**src/rtl/hex_disp_pkg.sv**
```systemverilog
// Shared definitions for the hex display scheduler and its BCD converter.
//   state_t       scheduler FSM states
//   BCD_MAX       saturated decimal reading shown for out-of-range values
//   BCD_LIMIT     first binary value that no longer fits in 4 BCD digits
//   CONV_LATENCY  cycles from converter start to its done pulse
package hex_disp_pkg;

    typedef enum logic [2:0] {
        ST_IDLE    = 3'd0,
        ST_SELECT  = 3'd1,
        ST_CONVERT = 3'd2,
        ST_SHOW    = 3'd3,
        ST_ALERT   = 3'd4
    } state_t;

    localparam logic [15:0] BCD_MAX      = 16'h9999;
    localparam logic [15:0] BCD_LIMIT    = 16'd10000;
    localparam int          CONV_LATENCY = 17;

endpackage

```
**src/rtl/bin16_to_bcd_seq.sv**
```systemverilog
// Sequential 16-bit binary to 4-digit packed BCD converter (shift/add-3,
// one input bit per cycle). Inputs >= BCD_LIMIT saturate to BCD_MAX.
//   sys_clk  clock
//   sys_rst  asynchronous active-high reset
//   clr      abort any conversion in flight; no done follows
//   start    latch bin_in and begin converting
//   bin_in   binary value to convert
//   busy     conversion in progress
//   done     one-cycle pulse CONV_LATENCY cycles after start
//   bcd_out  result, valid while done is high and until the next start
module bin16_to_bcd_seq
    import hex_disp_pkg::*;
(
    input  logic        sys_clk,
    input  logic        sys_rst,
    input  logic        clr,
    input  logic        start,
    input  logic [15:0] bin_in,
    output logic        busy,
    output logic        done,
    output logic [15:0] bcd_out
);

    localparam int CNT_W = $clog2(CONV_LATENCY);

    logic [15:0]      bin_reg;
    logic [15:0]      bcd_reg;
    logic [CNT_W-1:0] cnt_reg;
    logic             busy_reg;
    logic             done_reg;
    logic             sat_reg;
    logic [11:0]      bcd_adj;

    // Add-3 correction on the three low digits. The top digit never reaches
    // 5 before its final shift for any value below BCD_LIMIT, and larger
    // values are replaced by BCD_MAX, so it only needs to shift.
    genvar gi;
    generate
        for (gi = 0; gi < 3; gi++) begin : g_digit
            assign bcd_adj[4*gi +: 4] = (bcd_reg[4*gi +: 4] >= 4'd5) ?
                                        bcd_reg[4*gi +: 4] + 4'd3 :
                                        bcd_reg[4*gi +: 4];
        end
    endgenerate

    always_ff @(posedge sys_clk or posedge sys_rst) begin
        if (sys_rst) begin
            bin_reg  <= '0;
            bcd_reg  <= '0;
            cnt_reg  <= '0;
            busy_reg <= 1'b0;
            done_reg <= 1'b0;
            sat_reg  <= 1'b0;
        end else begin
            done_reg <= 1'b0;
            if (clr) begin
                busy_reg <= 1'b0;
            end else if (start) begin
                bin_reg  <= bin_in;
                bcd_reg  <= '0;
                cnt_reg  <= CNT_W'(CONV_LATENCY - 1);
                busy_reg <= 1'b1;
                sat_reg  <= (bin_in >= BCD_LIMIT);
            end else if (busy_reg) begin
                bcd_reg <= {bcd_reg[14:12], bcd_adj, bin_reg[15]};
                bin_reg <= {bin_reg[14:0], 1'b0};
                cnt_reg <= cnt_reg - 1'b1;
                // The last of the 16 shifts lands together with done.
                if (cnt_reg == CNT_W'(1)) begin
                    busy_reg <= 1'b0;
                    done_reg <= 1'b1;
                end
            end
        end
    end

    assign busy    = busy_reg;
    assign done    = done_reg;
    assign bcd_out = sat_reg ? BCD_MAX : bcd_reg;

endmodule

```
**src/rtl/hex_display_scheduler.sv**
```systemverilog
// Time-shares one 4-digit hex display between NUM_CH sources in round-robin
// order, each shown for DWELL_CYCLES; an alert source pre-empts rotation and
// decimal-flagged sources are routed through the sequential BCD converter.
//   sys_clk       clock
//   sys_rst       asynchronous active-high reset
//   ch_value      packed 16-bit source values, channel i at [16i+15:16i]
//   ch_enable     per-channel participation in the rotation
//   ch_bcd        per-channel decimal (1) / hex (0) display
//   alert_req     level request to show alert_value
//   alert_value   alert value, shown hex, sampled once on alert entry
//   hold          freezes the dwell countdown
//   alert_ack     one-cycle pulse on alert entry
//   disp_value    nibble-packed value to the display mux
//   disp_enable   display on
//   disp_channel  channel currently shown
//   disp_alert    alert currently shown
module hex_display_scheduler
    import hex_disp_pkg::*;
#(
    parameter  int NUM_CH       = 4,
    parameter  int DWELL_CYCLES = 25000000,
    localparam int CH_W         = (NUM_CH > 1) ? $clog2(NUM_CH) : 1
) (
    input  logic                 sys_clk,
    input  logic                 sys_rst,
    input  logic [16*NUM_CH-1:0] ch_value,
    input  logic [NUM_CH-1:0]    ch_enable,
    input  logic [NUM_CH-1:0]    ch_bcd,
    input  logic                 alert_req,
    input  logic [15:0]          alert_value,
    input  logic                 hold,
    output logic                 alert_ack,
    output logic [15:0]          disp_value,
    output logic                 disp_enable,
    output logic [CH_W-1:0]      disp_channel,
    output logic                 disp_alert
);

    localparam int DW_W = $clog2(DWELL_CYCLES);

    state_t            state_reg, state_next;
    logic [CH_W-1:0]   ptr_reg;
    logic [DW_W-1:0]   dwell_reg;
    logic [15:0]       disp_value_reg;
    logic              disp_enable_reg;
    logic [CH_W-1:0]   disp_channel_reg;
    logic              disp_alert_reg;
    logic              alert_ack_reg;

    logic [15:0]       ch_word [NUM_CH];
    logic              grant_valid;
    logic [CH_W-1:0]   grant_idx;
    logic [CH_W-1:0]   cand;
    logic              conv_start, conv_clr, conv_busy, conv_done;
    logic [15:0]       conv_bcd;

    genvar gi;
    generate
        for (gi = 0; gi < NUM_CH; gi++) begin : g_unpack
            assign ch_word[gi] = ch_value[16*gi +: 16];
        end
    endgenerate

    // Round-robin pick: first enabled channel after ptr, wrapping; ptr itself
    // is visited last, so a lone enabled channel is re-granted.
    always_comb begin
        grant_valid = 1'b0;
        grant_idx   = '0;
        cand        = '0;
        for (int k = 1; k <= NUM_CH; k++) begin
            cand = CH_W'((int'(ptr_reg) + k) % NUM_CH);
            if (!grant_valid && ch_enable[cand]) begin
                grant_valid = 1'b1;
                grant_idx   = cand;
            end
        end
    end

    always_comb begin
        state_next = state_reg;
        conv_start = 1'b0;
        conv_clr   = 1'b0;
        case (state_reg)
            ST_IDLE: begin
                if (alert_req)       state_next = ST_ALERT;
                else if (|ch_enable) state_next = ST_SELECT;
            end
            ST_SELECT: begin
                if (alert_req)             state_next = ST_ALERT;
                else if (!grant_valid)     state_next = ST_IDLE;
                else if (ch_bcd[grant_idx]) begin
                    state_next = ST_CONVERT;
                    conv_start = 1'b1;
                end else                   state_next = ST_SHOW;
            end
            ST_CONVERT: begin
                if (alert_req)      state_next = ST_ALERT;
                else if (conv_done) state_next = ST_SHOW;
            end
            ST_SHOW: begin
                if (alert_req)                      state_next = ST_ALERT;
                else if (!ch_enable[ptr_reg])       state_next = ST_SELECT;
                else if (dwell_reg == '0 && !hold)  state_next = ST_SELECT;
            end
            ST_ALERT: begin
                if (!alert_req) state_next = ST_SELECT;
            end
            default: state_next = ST_IDLE;
        endcase
        // Leaving CONVERT with a conversion still running means it was
        // pre-empted; kill it so no late done can surface.
        conv_clr = conv_busy && (state_next != ST_CONVERT);
    end

    always_ff @(posedge sys_clk or posedge sys_rst) begin
        if (sys_rst) begin
            state_reg        <= ST_IDLE;
            ptr_reg          <= CH_W'(NUM_CH - 1);
            dwell_reg        <= '0;
            disp_value_reg   <= '0;
            disp_enable_reg  <= 1'b0;
            disp_channel_reg <= '0;
            disp_alert_reg   <= 1'b0;
            alert_ack_reg    <= 1'b0;
        end else begin
            state_reg     <= state_next;
            alert_ack_reg <= 1'b0;

            case (state_reg)
                ST_SELECT: begin
                    // ptr follows the grant even when an alert wins this
                    // cycle, so the alert exit re-grants this channel.
                    if (grant_valid) ptr_reg <= grant_idx;
                    if (state_next == ST_SHOW) begin
                        disp_value_reg   <= ch_word[grant_idx];
                        disp_channel_reg <= grant_idx;
                        disp_enable_reg  <= 1'b1;
                    end
                    if (state_next == ST_IDLE) disp_enable_reg <= 1'b0;
                end
                ST_CONVERT: begin
                    if (state_next == ST_SHOW) begin
                        disp_value_reg   <= conv_bcd;
                        disp_channel_reg <= ptr_reg;
                        disp_enable_reg  <= 1'b1;
                    end
                end
                ST_ALERT: begin
                    if (state_next == ST_SELECT) begin
                        disp_alert_reg <= 1'b0;
                        ptr_reg <= (ptr_reg == '0) ? CH_W'(NUM_CH - 1) : ptr_reg - 1'b1;
                    end
                end
                default: ;
            endcase

            if (state_next == ST_SHOW && state_reg != ST_SHOW)
                dwell_reg <= DW_W'(DWELL_CYCLES - 1);
            else if (state_reg == ST_SHOW && !hold && dwell_reg != '0)
                dwell_reg <= dwell_reg - 1'b1;

            if (state_next == ST_ALERT && state_reg != ST_ALERT) begin
                disp_value_reg  <= alert_value;
                disp_alert_reg  <= 1'b1;
                disp_enable_reg <= 1'b1;
                alert_ack_reg   <= 1'b1;
            end
        end
    end

    bin16_to_bcd_seq u_bcd (
        .sys_clk (sys_clk),
        .sys_rst (sys_rst),
        .clr     (conv_clr),
        .start   (conv_start),
        .bin_in  (ch_word[grant_idx]),
        .busy    (conv_busy),
        .done    (conv_done),
        .bcd_out (conv_bcd)
    );

    assign alert_ack    = alert_ack_reg;
    assign disp_value   = disp_value_reg;
    assign disp_enable  = disp_enable_reg;
    assign disp_channel = disp_channel_reg;
    assign disp_alert   = disp_alert_reg;

endmodule
```
**config.mk**
```make
export PLATFORM = sky130hd
export DESIGN_NAME = hex_display_scheduler
export DESIGN_NICKNAME = d
export VERILOG_FILES = /design/src/rtl/hex_disp_pkg.sv /design/src/rtl/bin16_to_bcd_seq.sv /design/src/rtl/hex_display_scheduler.sv
export SDC_FILE = /design/constraint.sdc
export NUM_CORES = 1
export LEC_CHECK = 0
export CAP_MARGIN = 10
export CORE_MARGIN = 4
export CORE_UTILIZATION = 45
export DETAILED_ROUTE_END_ITERATION = 7
export GPL_TIMING_DRIVEN = 0
export PLACE_DENSITY = 0.74
export SYNTH_ARGS = -nofsm -noshare
export SYNTH_HDL_FRONTEND = slang
export SYNTH_SLANG_ARGS = --single-unit
```
**constraint.sdc**
```tcl
create_clock -name sys_clk -period 4.8 [get_ports sys_clk]
set_input_delay 0.48 -clock sys_clk [delete_from_list [all_inputs] [get_ports sys_clk]]
set_output_delay 0.48 -clock sys_clk [all_outputs]
set_load 0.02 [all_outputs]
```
==> reports/metrics.cfg, run 1 <==
[drt]
antenna_left = 0
drtIter0Drc = 543
wl_per_cell_um = 18.07
drc = 0
viasPerCell = 5.752
first_pass_iters = 5
vias = 5148
totalWireLength_mm = 16.17

[sta]
finClkSkew_ps = 9.276
clock.fmax_mhz = 245.4
relSlewSlack_pct = 56.94
worstMarginPinSlew_ps = 642.0
grt_setup_unrepaired = false
hold_viol_final = 0
period_needed_ps = 4075
fin_tns_setup_ps = 0
slew_violations = 0
period_share_pct = 84.90
setup_viol = 0

[clock_network]
postCtsSetupBuffers = 0
cts_buffers = 9
ctsHoldBuffers = 0
cts_tree = built
clk_path_buf_depth = 2
clk_pin_slew_ps = 70
post_cts_resized = 0
htree_levels = 3
clockRootBuffer = clkbuf_16
cts_sinks = 91
clk_latency_ps = 350

[critical_path]
critPathKind = reg -> reg
start_kind = flop
worstSetupEndpointType = flop
path_cells = buf_2 > inv_1 > ha_1 > buf_2 > mux2i_1 > a32o_1 > nand3_1 > nand3_1 > buf_2 > buf_2 > mux2i_1 > mux2i_1 > a21oi_1 > o221ai_1
crit_required_ps = 5000
path_buf_inv = 5
cp_slowest_cell = dfstp_2
worst_path_largest_cell_delay_ps = 510
crit_family = buffers and inverters
cpMostUsedCell = buf_2
critPathMaxFanout = 10
cp.arrival_ps = 4280

[yosys]
synth_warnings = 0
synth-seq-cells = 91
ys_types = 68
seq_area_frac_synth_pct = 40.62
synth_top_family_by_area = simple AND/OR/NAND/NOR gates
synth_edf_count = 0
synth_compound_area_share_pct = 17.75
ys_top_cells_by_area = dfrtp_1 (40%), mux2i_1 (8.0%), nand2_1 (5.0%)
synth_top_cell_area_share_pct = 39.69
synth_fa_ha_area_share_pct = 2.453
syn_nets = 704
muxShareOfSynthArea_pct = 10.84
yosysTopAreaCell = dfrtp_1
synth_xor_area_share_pct = 4.058
ys.flop_type = dfrtp_1
synthCells = 601
synth_area_sq_um = 5612
synth_area_per_cell_sq_um = 9.337
yosys.area_share.simple_pct = 19.80
synth-async-reset-ratio_pct = 100.0

[place]
io_buffers = 109
gp_congestion = 0.9060
dp_hpwl_mm = 12.38
post_dp_cell_area_sq_um = 6943

[power]
p_leak_uw = 0.002917
ir_drop_mv = 0.3852
p_per_area_nw_per_um2 = 600.9

[global_route]
antenna_found_initial = 0
track_usage_pct = 22.27
grt_pass1_wl_mm = 25.56
grt_pass1_vias = 5104
grt_overflow_total = 0
grt_start_max_net_pins = 74

[die]
initial_core_util_pct = 46.33
core_region_area_sq_um = 12110
rows = 40
die_x_um = 119.7
fp.dieH_um = 119.7
ios = 113
dieArea_sq_um = 14320

[finish]
final_area_sq_um = 7224
largest_reg_flops = 25
drive_above_1_share_pct = 7.978
layout_commonest_cell = clkdlybuf4s50_1
antennaDiodeCount = 0
fillers = 1067
final_cell_mix = clkdlybuf4s50_1 (109), dfrtp_1 (89), nand2_1 (75), mux2i_1 (45), nor2_1 (40)
area_delta_synth_final_pct = 28.74
nets = 825

[hold_path]
hold_path.class = in -> async

[outcome]
status = completed

[run]
drv_cap = 0

==> power breakdown <==
| group | switching [uW] | internal, uW |
|---|---|---|
| Sequential | 219 | 1040 |
| Clock | 307 | 366 |
| Combinational | 1400 | 1010 |
| Total | 1930 | 2410 |
==> metrics by stage <==
stage          total power [uW]  setup slack [ps]  hold WS [ps]  util, %  instances
3_3_place_gp               3571             589.6         471.4    57.08        878
4_1_cts                    4335             700.0         430.7    59.65        895
2_1_floorplan              2862              1320         456.0        -        601
3_5_place_dp               3655             701.2         482.8    57.32        879
6_report                   4341             724.6         424.0    59.65        895
5_1_grt                    4608             432.1         446.2    59.65        895
==> path summary, 6_finish.rpt <==
check / endpoint / slack, ps / cells after the start / startpoint
max in group asynchronous: ptr_reg[0] / 3710 / 3 / sys_rst
hold / removal: disp_value[8] / 420 / 2 / sys_rst
min in group sys_clk: u_bcd.bin_reg[3] / 500 / 1 / u_bcd.bin_reg[3]
setup reg to reg: disp_value[10] / 720 / 14 / ptr_reg[0]
setup / recovery: disp_value[10] / 720 / 14 / ptr_reg[0]
hold reg to reg: u_bcd.bin_reg[3] / 500 / 1 / u_bcd.bin_reg[3]
==> cell type report <==
class                           count  area, sq um  area share, %
Inverter                           22        85.08          1.178
Tap cell                          168        210.2          2.910
Clock buffer                       11        242.7          3.360
Sequential cell                    91         2280          31.56
Multi-Input combinational cell    452         3080          42.64
Buffer                             36        168.9          2.338
Clock inverter                      5        38.79         0.5369
Timing Repair Buffer              110         1119          15.48
==> per-layer routing <==
| metal | GRT usage, % | wire length, um |
|---|---|---|
| met5 | 0 | 0 |
| met3 | 4.288 | 663 |
| met2 | 39.58 | 8333 |
| met1 | 28.09 | 6932 |
| met4 | 5.011 | 241 |
==> cell usage after synthesis (8+ instances only) <==
| library cell | instances |
|---|---|
| nand2_1 | 75 |
| a31oi_1 | 13 |
| dfrtp_1 | 89 |
| nor3_1 | 16 |
| xor2_1 | 10 |
| a21oi_1 | 31 |
| mux2i_1 | 45 |
| inv_1 | 19 |
| nand2b_1 | 8 |
| clkbuf_1 | 19 |
| o21ai_0 | 18 |
| nor3b_1 | 9 |
| or3_1 | 11 |
| buf_2 | 12 |
| ha_1 | 11 |
| nand4_1 | 8 |
| nor2_1 | 40 |
| nand3_1 | 15 |
| xnor2_1 | 16 |
==> cells by family after synthesis <==
logic type      Yosys count
flops                    91
compound gates          140
fa+ha+maj                11
xor+xnor                 26
buf+inv                  58
simple gates            219
mux                      56
No activity file was read; power rests on OpenSTA's default activity.
==> run 2: changes to the inputs <==
- clock period: 4.8 -> 4.05 ns (I/O delays scaled with it)
==> run 2 against run 1 <==
  * Global-route usage unchanged
  * Largest cell class unchanged
  * Critical endpoint unchanged
  * Fmax increased by 5.1%
  * Setup slack got worse by 550 ps
==> reports/metrics.cfg, run 2 (synthesized netlist as in run 1, its figures left out) <==
[global_route]
grt_pass1_vias = 5107
grt_start_max_net_pins = 74
antenna_found_initial = 0
grt_pass1_wl_mm = 25.56
grt_overflow_total = 0
track_usage_pct = 22.27

[sta]
slew_violations = 0
finClkSkew_ps = 8.694
clock.fmax_mhz = 257.8
worstMarginPinSlew_ps = 655.6
period_needed_ps = 3879
setup_viol = 0
hold_viol_final = 0
period_share_pct = 95.78
relSlewSlack_pct = 56.20

[power]
seqPwrFrac_pct = 28.6
p_leak_uw = 0.002941
p_int_uw = 2906
clkPwrFrac_pct = 15.3
comb_power_share_pct = 56.1
switching_share_pct = 44.34
power_uw = 5221
ir_drop_mv = 0.4850
p_per_area_nw_per_um2 = 716.4
switching_power_uw = 2315

[critical_path]
path_cells = buf_2 > inv_1 > ha_1 > buf_2 > mux2i_1 > a32o_1 > nand3_1 > nand3_1 > buf_2 > buf_6 > mux2i_1 > mux2i_1 > a21oi_1 > o221ai_1
path_buf_inv = 5
worstSetupEndpointType = flop
startpoint = ptr_reg[0]
cp_slowest_cell = dfstp_2
worst_path_largest_cell_delay_ps = 510
critPathMaxFanout = 10
crit_required_ps = 4260
cp-endpoint = disp_value[10]
cp.arrival_ps = 4080
start_kind = flop
crit_family = buffers and inverters
critPathKind = reg -> reg
rr_startpoint = ptr_reg[0]
r2r_setup_slack_ps = 170
timing.rr.end = disp_value[10]
cp_num_cells = 14
reg2reg_depth = 14

[hold_path]
hold_path.class = in -> async

[finish]
stdcell_count = 897
antennaDiodeCount = 0
drive_above_1_share_pct = 9.053
largest_reg_flops = 25
area_delta_synth_final_pct = 29.86
layout_commonest_cell = clkdlybuf4s50_1
fillers = 1061
final_cell_mix = clkdlybuf4s50_1 (109), dfrtp_1 (89), nand2_1 (75), mux2i_1 (45), nor2_1 (40)
nets = 827
final_area_sq_um = 7287

[clock_network]
clk_path_buf_depth = 2
cts_sinks = 91
clk_latency_ps = 350
cts_buffers = 9
ctsHoldBuffers = 0
clockRootBuffer = clkbuf_16
clk_pin_slew_ps = 70
htree_levels = 3
cts_tree = built

[drt]
viasPerCell = 5.744
antenna_left = 0
vias = 5152
wl_met3_um = 695
drtIter0Drc = 502
highest_layer = met4
first_pass_iters = 6
wl_per_cell_um = 18.03
totalWireLength_mm = 16.17
drc = 0
wl_met2_mm = 8.368
wl_met1_mm = 6.888

[place]
dp_cells = 879
dp_hpwl_mm = 12.38
post_dp_cell_area_sq_um = 6943
io_buffers = 109
gp_congestion = 0.9060

[die]
dieArea_sq_um = 14320
rows = 40
initial_core_util_pct = 46.33
die_x_um = 119.7
ios = 113
fp.dieH_um = 119.7
core_region_area_sq_um = 12110

[outcome]
status = completed

[run]
drv_cap = 0

## run 2: repair_timing
| item | CTS | global route |
|---|---|---|
| setup buffers | 0 | 2 |
| pin swaps | 0 | 2 |
| gates resized for setup | 1 | 10 |
| setup endpoints to repair | 2 | 45 |
## run 2: how the worst min path moves through the flow
stage / from / end / slack [ps]
CTS: sys_rst / alert_ack / 360
detailed placement: u_bcd.bin_reg[3] / u_bcd.bin_reg[3] / 480
global placement: u_bcd.bin_reg[3] / u_bcd.bin_reg[3] / 470
floorplan: u_bcd.bin_reg[0] / u_bcd.bin_reg[0] / 460
finish: sys_rst / disp_value[8] / 350
global route: sys_rst / disp_value[8] / 370
## run 2: power groups by stage
stage          Sequential (uW)  Combinational [uW]  Clock [uW]
5_1_grt                   1530                3160         847
6_report                  1490                2930         797
4_1_cts                   1490                2850         804
3_3_place_gp              1480                2750           0
2_1_floorplan             1530                1860           0
3_5_place_dp              1500                2830           0
## run 2: cell type report
class / count / area [sq um] / share of cell area [%]
Buffer: 36 / 176.4 / 2.421
Clock buffer: 11 / 242.7 / 3.331
Inverter: 22 / 85.08 / 1.168
Sequential cell: 91 / 2280 / 31.28
Clock inverter: 5 / 38.79 / 0.5323
Multi-Input combinational cell: 452 / 3120 / 42.82
Timing Repair Buffer: 112 / 1134 / 15.56
Tap cell: 168 / 210.2 / 2.885
## run 2: stage by stage
step,setup slack [ps],utilization (%),setup TNS [ps],hold slack [ps]
finish,170.7,60.17,0,349.5
CTS,13.83,59.66,0,355.7
global placement,-85.41,57.08,-7133,471.4
detailed placement,-48.83,57.32,-58.39,482.8
floorplan,569.7,-,0,456.0
global route,-1.842,60.17,-2.379,371.2
## run 2: routing by layer
metal  GRT usage [%]  up-vias
met3           4.336       19
met2           39.51      161
met1           28.06     2526
met5               0        -
li1                -     2446
met4           5.154        0
